**src/rtl/pipe_ctrl_if.sv**
```systemverilog
// ---------------------------------------------------------------------------
// pipe_ctrl_if
// Bundles the hazard/redirect requests coming from the pipeline stages and the
// stall/flush/redirect controls going back to them.
//   master : pipeline side, drives the requests, receives the controls
//   slave  : pipe_ctrl side, receives the requests, drives the controls
// Requests : stallreq_id, div_start, mem_wait, branch_valid, branch_target,
//            exc_valid, eret_valid, epc_in
// Controls : stall[5:0] {wb,mem,ex,id,if,pc}, flush, pc_stall, if_branch,
//            target_pc, div_busy, div_done
// ---------------------------------------------------------------------------
interface pipe_ctrl_if #(
    parameter int ADDR_W = 32
);
    logic              stallreq_id;
    logic              div_start;
    logic              mem_wait;
    logic              branch_valid;
    logic [ADDR_W-1:0] branch_target;
    logic              exc_valid;
    logic              eret_valid;
    logic [ADDR_W-1:0] epc_in;

    logic [5:0]        stall;
    logic              flush;
    logic              pc_stall;
    logic              if_branch;
    logic [ADDR_W-1:0] target_pc;
    logic              div_busy;
    logic              div_done;

    modport master (
        output stallreq_id, div_start, mem_wait, branch_valid, branch_target,
               exc_valid, eret_valid, epc_in,
        input  stall, flush, pc_stall, if_branch, target_pc, div_busy, div_done
    );

    modport slave (
        input  stallreq_id, div_start, mem_wait, branch_valid, branch_target,
               exc_valid, eret_valid, epc_in,
        output stall, flush, pc_stall, if_branch, target_pc, div_busy, div_done
    );
endinterface

```
**src/rtl/pipe_ctrl.sv**
```systemverilog
// ---------------------------------------------------------------------------
// pipe_ctrl
// Central stall/flush/redirect controller for the 5-stage pipeline. Merges
// load-use, multi-cycle divide, memory-wait, branch, exception and eret
// requests into one per-stage stall vector, a flush strobe and at most one PC
// redirect per cycle. All outputs are combinational from the registered state
// and the current requests so the PC block can act on the same edge.
// Ports:
//   clk   : clock
//   rst   : synchronous, active-high reset
//   ctrl  : pipe_ctrl_if.slave (requests in, stall/flush/redirect out)
// Parameters:
//   ADDR_W     : PC / target width
//   DIV_CYCLES : EX stall cycles per divide (>= 2)
//   EXC_VECTOR : exception handler address
// ---------------------------------------------------------------------------
module pipe_ctrl #(
    parameter int                ADDR_W     = 32,
    parameter int                DIV_CYCLES = 32,
    parameter logic [ADDR_W-1:0] EXC_VECTOR = ADDR_W'(32'h0000_0020)
) (
    input  logic        clk,
    input  logic        rst,
    pipe_ctrl_if.slave  ctrl
);

    localparam int               CNT_W    = $clog2(DIV_CYCLES);
    // The issue cycle is stalled too, so loading DIV_CYCLES-1 gives exactly
    // DIV_CYCLES stalled cycles before the done cycle.
    localparam logic [CNT_W-1:0] CNT_LOAD = CNT_W'(DIV_CYCLES - 1);

    localparam logic [5:0] STALL_MEM = 6'b011111;
    localparam logic [5:0] STALL_DIV = 6'b001111;
    localparam logic [5:0] STALL_LU  = 6'b000111;

    typedef enum logic {
        RUN = 1'b0,
        DIV = 1'b1
    } state_t;

    state_t            state_q, state_d;
    logic [CNT_W-1:0]  cnt_q, cnt_d;
    logic              pendValid_q, pendValid_d;
    logic [ADDR_W-1:0] pendTarget_q, pendTarget_d;

    logic [5:0]        stallVec;
    logic              flush;
    logic              ifBranch;
    logic [ADDR_W-1:0] targetPc;
    logic              divBusy;
    logic              divDone;
    logic              divStall;

    // Next-state and output logic. Exceptions and erets override everything:
    // they abort a divide, drop any buffered branch and redirect the PC.
    // Otherwise stall sources are OR-ed together and a redirect is only issued
    // in a cycle where the PC is free to load; a buffered branch is issued
    // before a fresh one, and a branch that cannot be issued is buffered.
    always_comb begin
        state_d      = state_q;
        cnt_d        = cnt_q;
        pendValid_d  = pendValid_q;
        pendTarget_d = pendTarget_q;
        stallVec     = '0;
        flush        = 1'b0;
        ifBranch     = 1'b0;
        targetPc     = '0;
        divBusy      = 1'b0;
        divDone      = 1'b0;
        divStall     = 1'b0;

        if (rst) begin
            flush = 1'b1;
        end else if (ctrl.exc_valid || ctrl.eret_valid) begin
            flush       = 1'b1;
            ifBranch    = 1'b1;
            targetPc    = ctrl.exc_valid ? EXC_VECTOR : ctrl.epc_in;
            divBusy     = (state_q == DIV);
            state_d     = RUN;
            cnt_d       = '0;
            pendValid_d = 1'b0;
        end else begin
            divBusy = (state_q == DIV);
            case (state_q)
                RUN: begin
                    if (ctrl.div_start) begin
                        divStall = 1'b1;
                        state_d  = DIV;
                        cnt_d    = CNT_LOAD;
                    end
                end
                DIV: begin
                    // Counter keeps running under mem_wait; only the final
                    // release waits for memory.
                    if (cnt_q != '0) begin
                        divStall = 1'b1;
                        cnt_d    = cnt_q - 1'b1;
                    end else if (!ctrl.mem_wait) begin
                        divDone = 1'b1;
                        state_d = RUN;
                    end
                end
                default: state_d = RUN;
            endcase

            stallVec = (ctrl.mem_wait   ? STALL_MEM : 6'b0)
                     | (divStall        ? STALL_DIV : 6'b0)
                     | (ctrl.stallreq_id ? STALL_LU  : 6'b0);

            if (!stallVec[0]) begin
                if (pendValid_q) begin
                    ifBranch    = 1'b1;
                    targetPc    = pendTarget_q;
                    pendValid_d = 1'b0;
                end else if (ctrl.branch_valid) begin
                    ifBranch = 1'b1;
                    targetPc = ctrl.branch_target;
                end
            end

            if (ctrl.branch_valid && (stallVec[0] || pendValid_q)) begin
                pendValid_d  = 1'b1;
                pendTarget_d = ctrl.branch_target;
            end
        end
    end

    assign ctrl.stall     = stallVec;
    assign ctrl.flush     = flush;
    assign ctrl.pc_stall  = stallVec[0];
    assign ctrl.if_branch = ifBranch;
    assign ctrl.target_pc = targetPc;
    assign ctrl.div_busy  = divBusy;
    assign ctrl.div_done  = divDone;

    // State registers with synchronous reset.
    always_ff @(posedge clk) begin
        if (rst) begin
            state_q      <= RUN;
            cnt_q        <= '0;
            pendValid_q  <= 1'b0;
            pendTarget_q <= '0;
        end else begin
            state_q      <= state_d;
            cnt_q        <= cnt_d;
            pendValid_q  <= pendValid_d;
            pendTarget_q <= pendTarget_d;
        end
    end

endmodule

```
**src/flat_wrapper.sv**
```systemverilog
// flat-port wrapper written by rule: the top's interface ports become plain ports
module pipe_ctrl_flat 
#(
    parameter int                ADDR_W     = 32,
    parameter int                DIV_CYCLES = 32,
    parameter logic [ADDR_W-1:0] EXC_VECTOR = ADDR_W'(32'h0000_0020)
)
  (clk, rst, ctrl_stallreq_id, ctrl_div_start, ctrl_mem_wait, ctrl_branch_valid, ctrl_branch_target, ctrl_exc_valid, ctrl_eret_valid, ctrl_epc_in, ctrl_stall, ctrl_flush, ctrl_pc_stall, ctrl_if_branch, ctrl_target_pc, ctrl_div_busy, ctrl_div_done);
  pipe_ctrl_if #(.ADDR_W(ADDR_W)) ctrl_i ();
  input  logic clk;
  input  logic rst;
  input wire logic [$bits(ctrl_i.stallreq_id)-1:0] ctrl_stallreq_id;
  input wire logic [$bits(ctrl_i.div_start)-1:0] ctrl_div_start;
  input wire logic [$bits(ctrl_i.mem_wait)-1:0] ctrl_mem_wait;
  input wire logic [$bits(ctrl_i.branch_valid)-1:0] ctrl_branch_valid;
  input wire logic [$bits(ctrl_i.branch_target)-1:0] ctrl_branch_target;
  input wire logic [$bits(ctrl_i.exc_valid)-1:0] ctrl_exc_valid;
  input wire logic [$bits(ctrl_i.eret_valid)-1:0] ctrl_eret_valid;
  input wire logic [$bits(ctrl_i.epc_in)-1:0] ctrl_epc_in;
  output wire logic [$bits(ctrl_i.stall)-1:0] ctrl_stall;
  output wire logic [$bits(ctrl_i.flush)-1:0] ctrl_flush;
  output wire logic [$bits(ctrl_i.pc_stall)-1:0] ctrl_pc_stall;
  output wire logic [$bits(ctrl_i.if_branch)-1:0] ctrl_if_branch;
  output wire logic [$bits(ctrl_i.target_pc)-1:0] ctrl_target_pc;
  output wire logic [$bits(ctrl_i.div_busy)-1:0] ctrl_div_busy;
  output wire logic [$bits(ctrl_i.div_done)-1:0] ctrl_div_done;
  assign ctrl_i.stallreq_id = ctrl_stallreq_id;
  assign ctrl_i.div_start = ctrl_div_start;
  assign ctrl_i.mem_wait = ctrl_mem_wait;
  assign ctrl_i.branch_valid = ctrl_branch_valid;
  assign ctrl_i.branch_target = ctrl_branch_target;
  assign ctrl_i.exc_valid = ctrl_exc_valid;
  assign ctrl_i.eret_valid = ctrl_eret_valid;
  assign ctrl_i.epc_in = ctrl_epc_in;
  assign ctrl_stall = ctrl_i.stall;
  assign ctrl_flush = ctrl_i.flush;
  assign ctrl_pc_stall = ctrl_i.pc_stall;
  assign ctrl_if_branch = ctrl_i.if_branch;
  assign ctrl_target_pc = ctrl_i.target_pc;
  assign ctrl_div_busy = ctrl_i.div_busy;
  assign ctrl_div_done = ctrl_i.div_done;
  pipe_ctrl #(.ADDR_W(ADDR_W), .DIV_CYCLES(DIV_CYCLES), .EXC_VECTOR(EXC_VECTOR)) u_core (.clk(clk), .rst(rst), .ctrl(ctrl_i));
endmodule
```
**config.mk**
```make
export PLATFORM = sky130hd
export DESIGN_NAME = pipe_ctrl_flat
export DESIGN_NICKNAME = d
export VERILOG_FILES = /design/src/rtl/pipe_ctrl_if.sv /design/src/rtl/pipe_ctrl.sv /design/src/flat_wrapper.sv
export SDC_FILE = /design/constraint.sdc
export NUM_CORES = 1
export LEC_CHECK = 0
export CORE_ASPECT_RATIO = 0.5
export CORE_UTILIZATION = 43
export CTS_CLUSTER_SIZE = 14
export DETAILED_ROUTE_END_ITERATION = 7
export PLACE_DENSITY = 0.93
export REMOVE_ABC_BUFFERS = 1
export SETUP_SLACK_MARGIN = 0.3
export SYNTH_ARGS = -nofsm -noshare
export SYNTH_HDL_FRONTEND = slang
export SYNTH_SLANG_ARGS = --single-unit
```
**constraint.sdc**
```tcl
create_clock -name clk -period 2.14 [get_ports clk]
set_input_delay 0.321 -clock clk [delete_from_list [all_inputs] [get_ports clk]]
set_output_delay 0.321 -clock clk [all_outputs]
set_load 0.005 [all_outputs]
```
==> flow_summary.json, run 1 <==
{
  "synth_seq_cells": 39,
  "synth-compound-area-share_pct": 9.16,
  "rr_endpoint": "u_core.pendTarget_q[26]",
  "reg2regPathDepth": 10,
  "start_util_pct": 46.4,
  "antenna_found_initial": 1,
  "worstSetupStartpoint": "u_core.cnt_q[1]",
  "r2r_slack_ps": -50,
  "hpwlAfterDp_mm": 5.48,
  "final_common_cell": "nand2_1",
  "critPathKind": "reg -> out",
  "finalSetupViolCount": 38,
  "grt-ovfl-total": 0,
  "worstPathMaxFanout": 8,
  "area.growth.synth_to_final_pct": 77.0,
  "tritoncts": "yes",
  "htree_levels": 2,
  "crit_required_ps": 1820,
  "power_density_mw_per_mm2": 480,
  "fin_nets": 589,
  "coreArea_sq_mm": 0.00571,
  "worst_setup_path_end_kind": "output port",
  "yosys.area_share.simple_pct": 28.0,
  "cts-hold-fix-buffers": 0,
  "cap_violations": 0,
  "crit_arrival_ps": 2120,
  "clk_path_buf_depth": 2,
  "worstReg2RegStart": "u_core.cnt_q[1]",
  "vdd_ir_drop_max_uv": 362,
  "first_pass_iters": 8,
  "critPathMaxStageDelay_ps": 380,
  "wl_mm": 14.6,
  "fmax_ghz": 0.410,
  "die-area_sq_mm": 0.00650,
  "setup_ws_ps": -298,
  "worst_pin_slew_ps": 663,
  "insertion_delay_ps": 300,
  "yosys.area_share.adder_pct": 0.472,
  "crit_chain": "inv_2, ha_4, nor4b_4, a21oi_2, o31a_4, buf_12, buf_16, nor2_1, buf_2",
  "grt_pass1_vias": 3613,
  "synth_cells": 372,
  "num_vias": 3807,
  "cts.reportedPaths.clkPinSlew_ps": 60,
  "drc": 4,
  "synth_xor_area_share_pct": 0,
  "syn_area_sq_mm": 0.00265,
  "synth_sequential_area_ratio_pct": 29.5,
  "layout_common_cells": "nand2_1 (130), clkdlybuf4s50_1 (70), mux2i_1 (57)",
  "ant_nets": 0,
  "slew_headroom_pct": 55.8,
  "port_buffers": 113,
  "dr.first_iter.drc_count": 666,
  "hold_class": "reg -> reg",
  "status": "finished with violations",
  "skew_ps": 7.11,
  "muxShareOfSynthArea_pct": 24.6,
  "cts_root_buffer": "clkbuf_16",
  "layout-drive-gt1-share_pct": 32.3,
  "clkSinkCount": 39,
  "dieWidth_um": 113,
  "yosysWarnings": 0,
  "period_needed_ps": 2440,
  "ys_types": 31,
  "gp_congestion": 0.914,
  "die_y_um": 57.5,
  "fin_area_sq_mm": 0.00469,
  "slowest_stage": "o31a_4",
  "track_usage_pct": 39.1,
  "diodes": 0,
  "rows": 19,
  "grt_setup_unrepaired": "true",
  "synth_top_family_by_area": "simple AND/OR/NAND/NOR gates",
  "maxSlewViolCount": 0,
  "wl_per_cell_um": 24.8,
  "crit_path_end": "ctrl_target_pc[30]",
  "cts_buffers": 5,
  "finalCritPeriodShare_pct": 114,
  "hold_viol_final": 0,
  "syn_avg_cell_area_sq_um": 7.12,
  "routed_via_density": 6.45,
  "grt_start_max_net_pins": 66,
  "p_leak_nw": 1.87,
  "io_pins": 115,
  "fin_tns_setup_ps": -6720,
  "crit_path_start_kind": "register",
  "place_area_sq_mm": 0.00396,
  "grt_pass1_wl_mm": 19.1,
  "violations": "design-rule violations, negative setup slack"
}
==> state kept, by name, indices dropped and copies added (netlist names) <==
signal,flops
u_core.state_q,1
u_core.pendTarget_q,32
u_core.cnt_q,5
u_core.pendValid_q,1
==> metal layers <==
metal	vias up	part of all wire, %	track usage, %
li1	1501	-	-
met1	1716	36	45.5
met2	423	43	64.5
met3	165	12	9.03
met4	2	9.5	29.1
met5	-	0.089	0
==> worst max-delay path, delay by kind of cell (launching register included) <==
family	cells	cell delay [ps]
buffers and inverters	4	500
AOI/OAI and AO/OA	2	490
and+or+nand+nor	2	370
DFF	1	320
adders and majority gates	1	130
==> report_power, final <==
group | total, W | switching (W) | internal, W
combinational | 0.000709 | 0.000350 | 0.000359
clock | 0.000772 | 0.000345 | 0.000427
sequential | 0.000772 | 0.0000212 | 0.000751
==> cells by family after synthesis <==
family	Yosys count
AOI/OAI and AO/OA	43
and+or+nand+nor	186
buffers and inverters	37
other	1
muxes	65
adders and majority gates	1
DFF	39
==> cell type report <==
cell class                 count  area (sq um)
clock buffer                   5           125
inverter                       5          18.8
fill                         281          1020
sequential                    39           786
multi-input combinational    296          2010
tap                           73          91.3
timing repair buffer         169          1640
clock inverter                 3          15.0
==> cell usage after synthesis <==
cell type	instances	share of area, %
o311a_1	1	0.38
buf_6	1	0.42
buf_1	1	0.14
or3_2	2	0.57
or2_2	1	0.24
o2bb2ai_1	1	0.33
dfxtp_1	39	29
buf_4	4	1.1
mux2i_1	63	24
buf_2	4	0.76
and2_1	1	0.24
a31oi_1	1	0.24
nor4_1	1	0.24
clkbuf_1	19	2.7
buf_12	3	2.3
or4_2	1	0.33
a21oi_1	2	0.38
o31a_2	1	0.38
nor3_1	3	0.57
nand2_1	131	19
inv_1	4	0.57
mux2_2	2	0.85
nor4b_4	1	0.90
conb_1	1	0.14
inv_2	1	0.14
a21oi_2	1	0.33
a211oi_1	2	0.57
o21ai_0	33	6.2
ha_1	1	0.47
nor2_1	45	6.4
a211o_1	1	0.33
==> how the worst min path moves through the flow <==
| stage | slack, ps | endpoint | startpoint | depth (start not counted) |
|---|---|---|---|---|
| final | 470 | u_core.pendTarget_q[18] | u_core.pendTarget_q[18] | 2 |
| after global routing | 490 | u_core.pendTarget_q[23] | u_core.pendTarget_q[23] | 2 |
| after CTS | 460 | u_core.pendTarget_q[16] | u_core.pendTarget_q[16] | 2 |
| after detailed placement | 450 | u_core.pendTarget_q[29] | u_core.pendTarget_q[29] | 2 |
| after global placement | 440 | u_core.pendTarget_q[5] | u_core.pendTarget_q[5] | 2 |
| after floorplan | 430 | u_core.pendTarget_q[5] | u_core.pendTarget_q[5] | 2 |
==> what timing repair did <==
| item | in CTS | in global routing |
|---|---|---|
| pin swaps | 37 | 7 |
| cloned | 7 | 0 |
| setup buffers | 13 | 5 |
| gates resized for setup | 229 | 40 |
| setup endpoints to repair | 76 | 75 |
==> per-stage QoR <==
stage	util [%]	setup slack, ps	std cells	hold slack, ps	power, W
floorplan	-	-859	340	431	0.000972
global placement	69.4	-436	557	440	0.00126
detailed placement	69.4	-423	557	450	0.00127
CTS	78.2	-118	585	463	0.00208
global route	82.2	-363	590	488	0.00230
finish	82.2	-298	590	467	0.00225
(Power assumes the default switching activity.)
==> inputs of run 2 (changes only) <==
- HOLD_SLACK_MARGIN: not set -> 0.06
- MAX_ROUTING_LAYER: not set -> met4
==> run 2 against run 1 <==
The flow still finishes with violations (design-rule violations, negative setup slack); largest power group is now the clock network; clock power up 0.8%; core utilization about the same; sequential power about the same; die area unchanged; critical path type unchanged; first-iteration DRC count up 28%; combinational power up 1%; flip-flop and latch count unchanged; sequential share of layout area about the same.
==> flow_summary.json, run 2 (synthesis results as in run 1) <==
{
  "seq_power_share_pct": 34.0,
  "internal_power_w": 0.00154,
  "min_to": "u_core.pendTarget_q[18]",
  "cap_violations": 0,
  "reg.largest.list": "u_core.pendTarget_q (32), u_core.cnt_q (5)",
  "port_buffers": 113,
  "tritoncts": "yes",
  "violations": "design-rule violations, negative setup slack",
  "crit_arrival_ps": 2130,
  "die_y_um": 57.5,
  "grt_start_max_net_pins": 66,
  "hp-start": "u_core.pendTarget_q[18]",
  "whs_path_depth": 2,
  "layout_common_cells": "nand2_1 (130), clkdlybuf4s50_1 (70), mux2i_1 (56)",
  "hold_class": "reg -> reg",
  "power_switching_w": 0.000734,
  "fin_nets": 589,
  "drc": 9,
  "grt_pass1_wl_mm": 19.0,
  "vdd_ir_drop_max_uv": 356,
  "cts-hold-fix-buffers": 0,
  "grt_pass1_vias": 3605,
  "critPathKind": "reg -> out",
  "p_leak_nw": 1.87,
  "htree_levels": 2,
  "clk_path_buf_depth": 2,
  "skew_ps": 5.75,
  "die-area_sq_mm": 0.00650,
  "start_util_pct": 46.4,
  "grt_setup_unrepaired": "true",
  "cts_root_buffer": "clkbuf_16",
  "combPwrFrac_pct": 31.7,
  "ant_nets": 0,
  "track_usage_pct": 40.2,
  "final_common_cell": "nand2_1",
  "crit_required_ps": 1820,
  "finalCoreUtilization_pct": 82.1,
  "insertion_delay_ps": 300,
  "maxSlewViolCount": 0,
  "antenna_found_initial": 1,
  "r2r_slack_ps": -210,
  "dr.first_iter.drc_count": 853,
  "slew_headroom_pct": 54.7,
  "finalSetupViolCount": 38,
  "num_vias": 3824,
  "crit_path_start_kind": "register",
  "io_pins": 115,
  "cts.reportedPaths.clkPinSlew_ps": 60,
  "holdWs_ps": 470,
  "gp_congestion": 0.930,
  "worst_pin_slew_ps": 680,
  "routed_via_density": 6.47,
  "wl_per_cell_um": 25.6,
  "p_sw_share_pct": 32.3,
  "period_needed_ps": 2460,
  "power_density_mw_per_mm2": 484,
  "wl_mm": 15.1,
  "largest_reg_flops": 32,
  "hpwlAfterDp_mm": 5.48,
  "layout-drive-gt1-share_pct": 32.5,
  "rr_endpoint": "u_core.pendTarget_q[2]",
  "cts_buffers": 5,
  "worst_setup_path_end_kind": "output port",
  "worstReg2RegStart": "u_core.cnt_q[1]",
  "rows": 19,
  "reg2regPathDepth": 10,
  "clockPowerShare_pct": 34.3,
  "top_register": "u_core.pendTarget_q",
  "area.growth.synth_to_final_pct": 76.9,
  "coreArea_sq_mm": 0.00571,
  "first_pass_iters": 8,
  "fmax_ghz": 0.407,
  "hold_viol_final": 0,
  "grt-ovfl-total": 0,
  "clkSinkCount": 39,
  "finalCritPeriodShare_pct": 115,
  "dieWidth_um": 113,
  "setup_ws_ps": -315,
  "status": "finished with violations",
  "worstPathMaxFanout": 8
}
==> run 2: worst max path at each step <==
stage | startpoint | depth (start not counted) | endpoint | slack (ps)
2_1_floorplan | u_core.pendValid_q | 2 | u_core.pendTarget_q[0] | -860
4_1_cts | u_core.cnt_q[1] | 9 | ctrl_target_pc[5] | -120
6_report | u_core.cnt_q[1] | 9 | ctrl_target_pc[16] | -320
3_3_place_gp | ctrl_mem_wait | 6 | ctrl_target_pc[27] | -440
5_1_grt | u_core.cnt_q[1] | 9 | ctrl_target_pc[18] | -370
3_5_place_dp | ctrl_mem_wait | 6 | ctrl_target_pc[27] | -420
==> run 2: final cells by class <==
cell class | instances | area (sq um)
diodes | 1 | 2.50
clock buffers | 5 | 125
clock inverters | 3 | 15.0
fillers | 281 | 1020
inverters | 5 | 18.8
multi-input cells | 296 | 2010
flip-flops and latches | 39 | 786
well taps | 73 | 91.3
repair buffers | 169 | 1640
==> run 2: metrics by stage <==
step	total power [W]	cells	area, sq um	TNS, ps	setup WS [ps]
global placement	0.00126	557	3960	-13090	-436
detailed placement	0.00127	557	3960	-13540	-423
global route	0.00232	591	4690	-10310	-372
CTS	0.00208	585	4460	-2690	-118
floorplan	0.000972	340	2450	-36960	-859
finish	0.00227	591	4690	-7380	-315
==> run 2: worst max-delay path: stages (launching register included) <==
cell and delay [ps]:
dfxtp_2 320, inv_2 60, ha_4 130, nor4b_4 220
a21oi_2 120, o31a_4 380, buf_12 150, buf_16 150
nor2_1 130, buf_2 170
==> run 2: timing repair <==
action	4_1_cts	5_1_grt
setup buffers	13	5
endpoints found under the hold margin	0	0
pin swaps	37	6
setup endpoints to repair	76	75
cloned	7	0
gates resized for setup	229	40
==> run 2: per-layer routing <==
metal	global-route usage [%]	part of all wire, %	vias to the layer above
li1	-	-	1509
met1	44.7	34	1688
met2	63.9	43	450
met3	9.46	13	177
met4	30.6	10	0
met5	-	0	-
==> run 2: power by group through the flow <==
stage                     sequential [W]  clock [W]  combinational, W
after floorplan                 0.000785          0          0.000187
after global placement          0.000780          0          0.000478
after detailed placement        0.000781          0          0.000489
after CTS                       0.000767   0.000723          0.000588
after global routing            0.000773   0.000810          0.000740
final                           0.000773   0.000778          0.000719
==> inputs of run 3 (changes only) <==
- CORE_ASPECT_RATIO: 0.5 -> not set
- CTS_CLUSTER_DIAMETER: not set -> 40
- clock period: 2.14 -> 2.8 ns (I/O delays scaled with it)
==> run 3 against run 2 <==
The flow now finishes without violations; first-iteration DRC count down 84%; power decreased by 37%; wire length shrank 51%; critical endpoint is now ctrl_target_pc[22]; final area is 15% lower; die area down 0.29%; critical path depth did not move; clock skew is 2.3 ps lower; worst hold slack got worse by 12 ps; non-clock buffer count fell by 33; via count fell by 26%; core utilization fell by 15 points; largest power group is now sequential cells.
==> flow_summary.json, run 3 (synthesis results as in run 1) <==
{
  "status": "finished, final reports clean",
  "die-area_sq_mm": 0.00648,
  "worstSetupStartpoint": "u_core.cnt_q[1]",
  "rows": 28,
  "layout_common_cells": "nand2_1 (131), clkdlybuf4s50_1 (73), mux2i_1 (63)",
  "reg2regPathDepth": 10,
  "cts.reportedPaths.clkPinSlew_ps": 80,
  "finalCritPeriodShare_pct": 90.0,
  "worst_setup_path_end_kind": "output port",
  "critPathMaxStageDelay_ps": 380,
  "crit_path_end": "ctrl_target_pc[22]",
  "cts_root_buffer": "clkbuf_8",
  "track_usage_pct": 22.8,
  "crit_chain": "inv_2, ha_4, nor4b_4, a21oi_2, o31a_4, buf_6, clkbuf_16, nor2_1, clkbuf_2",
  "fin_tns_setup_ps": 0,
  "grt_pass1_wl_mm": 11.4,
  "grt_start_max_net_pins": 66,
  "drc": 0,
  "hp-start": "u_core.pendTarget_q[20]",
  "tritoncts": "yes",
  "wl_per_cell_um": 13.1,
  "clkSinkCount": 39,
  "dieWidth_um": 80.5,
  "first_pass_iters": 4,
  "htree_levels": 2,
  "start_util_pct": 44.8,
  "slowest_stage": "o31a_4",
  "skew_ps": 3.41,
  "fin_cells": 559,
  "port_buffers": 113,
  "crit_path_start_kind": "register",
  "io_pins": 115,
  "worstPathMaxFanout": 5,
  "diodes": 0,
  "vdd_ir_drop_max_uv": 215,
  "crit_arrival_ps": 2100,
  "cpLargestDelayFamily": "compound AO/OA/AOI/OAI gates",
  "worst_pin_slew_ps": 604,
  "fin_nets": 556,
  "cap_violations": 0,
  "grt_pass1_vias": 2668,
  "crit_buf_inv": 4,
  "wl_mm": 7.35,
  "fmax_ghz": 0.397,
  "p_leak_nw": 1.65,
  "ant_nets": 0,
  "gp_congestion": 0.852,
  "pre_cts_slack_ps": -31.2,
  "clk_path_buf_depth": 2,
  "routed_via_density": 5.08,
  "grt_setup_unrepaired": "true",
  "maxSlewViolCount": 0,
  "area.growth.synth_to_final_pct": 50.0,
  "combPwrFrac_pct": 25.5,
  "dr.first_iter.drc_count": 135,
  "top_register": "u_core.pendTarget_q",
  "finalSetupViolCount": 0,
  "coreArea_sq_mm": 0.00592,
  "grt-ovfl-total": 0,
  "layout-drive-gt1-share_pct": 19.0,
  "rr_endpoint": "u_core.pendTarget_q[7]",
  "reg.largest.list": "u_core.pendTarget_q (32), u_core.cnt_q (5)",
  "clockPowerShare_pct": 33.5,
  "slew_headroom_pct": 59.7,
  "largest_reg_flops": 32,
  "hpwlAfterDp_mm": 5.16,
  "power_density_mw_per_mm2": 361,
  "internal_power_w": 0.00107,
  "seq_power_share_pct": 41.0,
  "crit_required_ps": 2380,
  "dp.cells": 545,
  "r2r_slack_ps": 550,
  "finalCoreUtilization_pct": 67.1,
  "setup_ws_ps": 281,
  "critPathKind": "reg -> out",
  "period_needed_ps": 2520,
  "final_common_cell": "nand2_1",
  "antenna_found_initial": 0,
  "critical_path_depth": 9,
  "insertion_delay_ps": 280,
  "power_switching_w": 0.000370,
  "p_sw_share_pct": 25.8,
  "hold_class": "reg -> reg",
  "die_y_um": 80.5,
  "cts_buffers": 5,
  "hold_viol_final": 0,
  "num_vias": 2841,
  "worstReg2RegStart": "u_core.cnt_q[1]"
}
-- run 3: cell type report --
cell class	instances	area (sq um)
fillers	497	1950
multi-input cells	296	1740
repair buffers	136	1220
flip-flops and latches	39	785
well taps	75	93.8
clock buffers	6	82.6
clock inverters	2	35.0
inverters	5	18.8
-- run 3: through the flow --
step / hold slack (ps) / area (sq um) / power, W
final: 458 / 3980 / 0.00144
after CTS: 462 / 3950 / 0.00143
after global routing: 471 / 3980 / 0.00150
after floorplan: 431 / 2450 / 0.000743
after detailed placement: 450 / 3830 / 0.000956
after global placement: 442 / 3830 / 0.000945
-- run 3: per-layer routing --
metal  routed length [um]  vias to the layer above  global-route usage [%]
met3                  428                        9                    4.20
met1                 3120                     1301                    24.9
met5                    0                        -                       -
li1                     -                     1435                       -
met2                 3720                       96                    42.1
met4                   76                        0                    5.71
-- run 3: worst min-delay path: stages, from the launching register on --
cell	delay [ps]
dfxtp_1	310
nand2_1	50
mux2i_1	50
-- run 3: worst min-delay path by stage --
stage | cells past startpoint | endpoint
6_report | 2 | u_core.pendTarget_q[20]
5_1_grt | 2 | u_core.pendTarget_q[5]
4_1_cts | 2 | u_core.pendTarget_q[20]
3_5_place_dp | 2 | u_core.pendTarget_q[19]
3_3_place_gp | 2 | u_core.pendTarget_q[5]
2_1_floorplan | 2 | u_core.pendTarget_q[5]
-- run 3: what timing repair did --
action | in CTS | in global routing
resized for setup | 44 | 82
endpoints found under the setup margin | 38 | 37
gates cloned | 0 | 1
pin swaps | 2 | 7
buffers inserted | 3 | 2
hold buffers | 0 | 0
-- run 3: power by group through the flow --
stage	combinational (W)	sequential, W	clock [W]
floorplan	0.000143	0.000600	0
global placement	0.000346	0.000599	0
detailed placement	0.000356	0.000600	0
CTS	0.000351	0.000588	0.000491
global route	0.000401	0.000590	0.000509
finish	0.000367	0.000588	0.000481
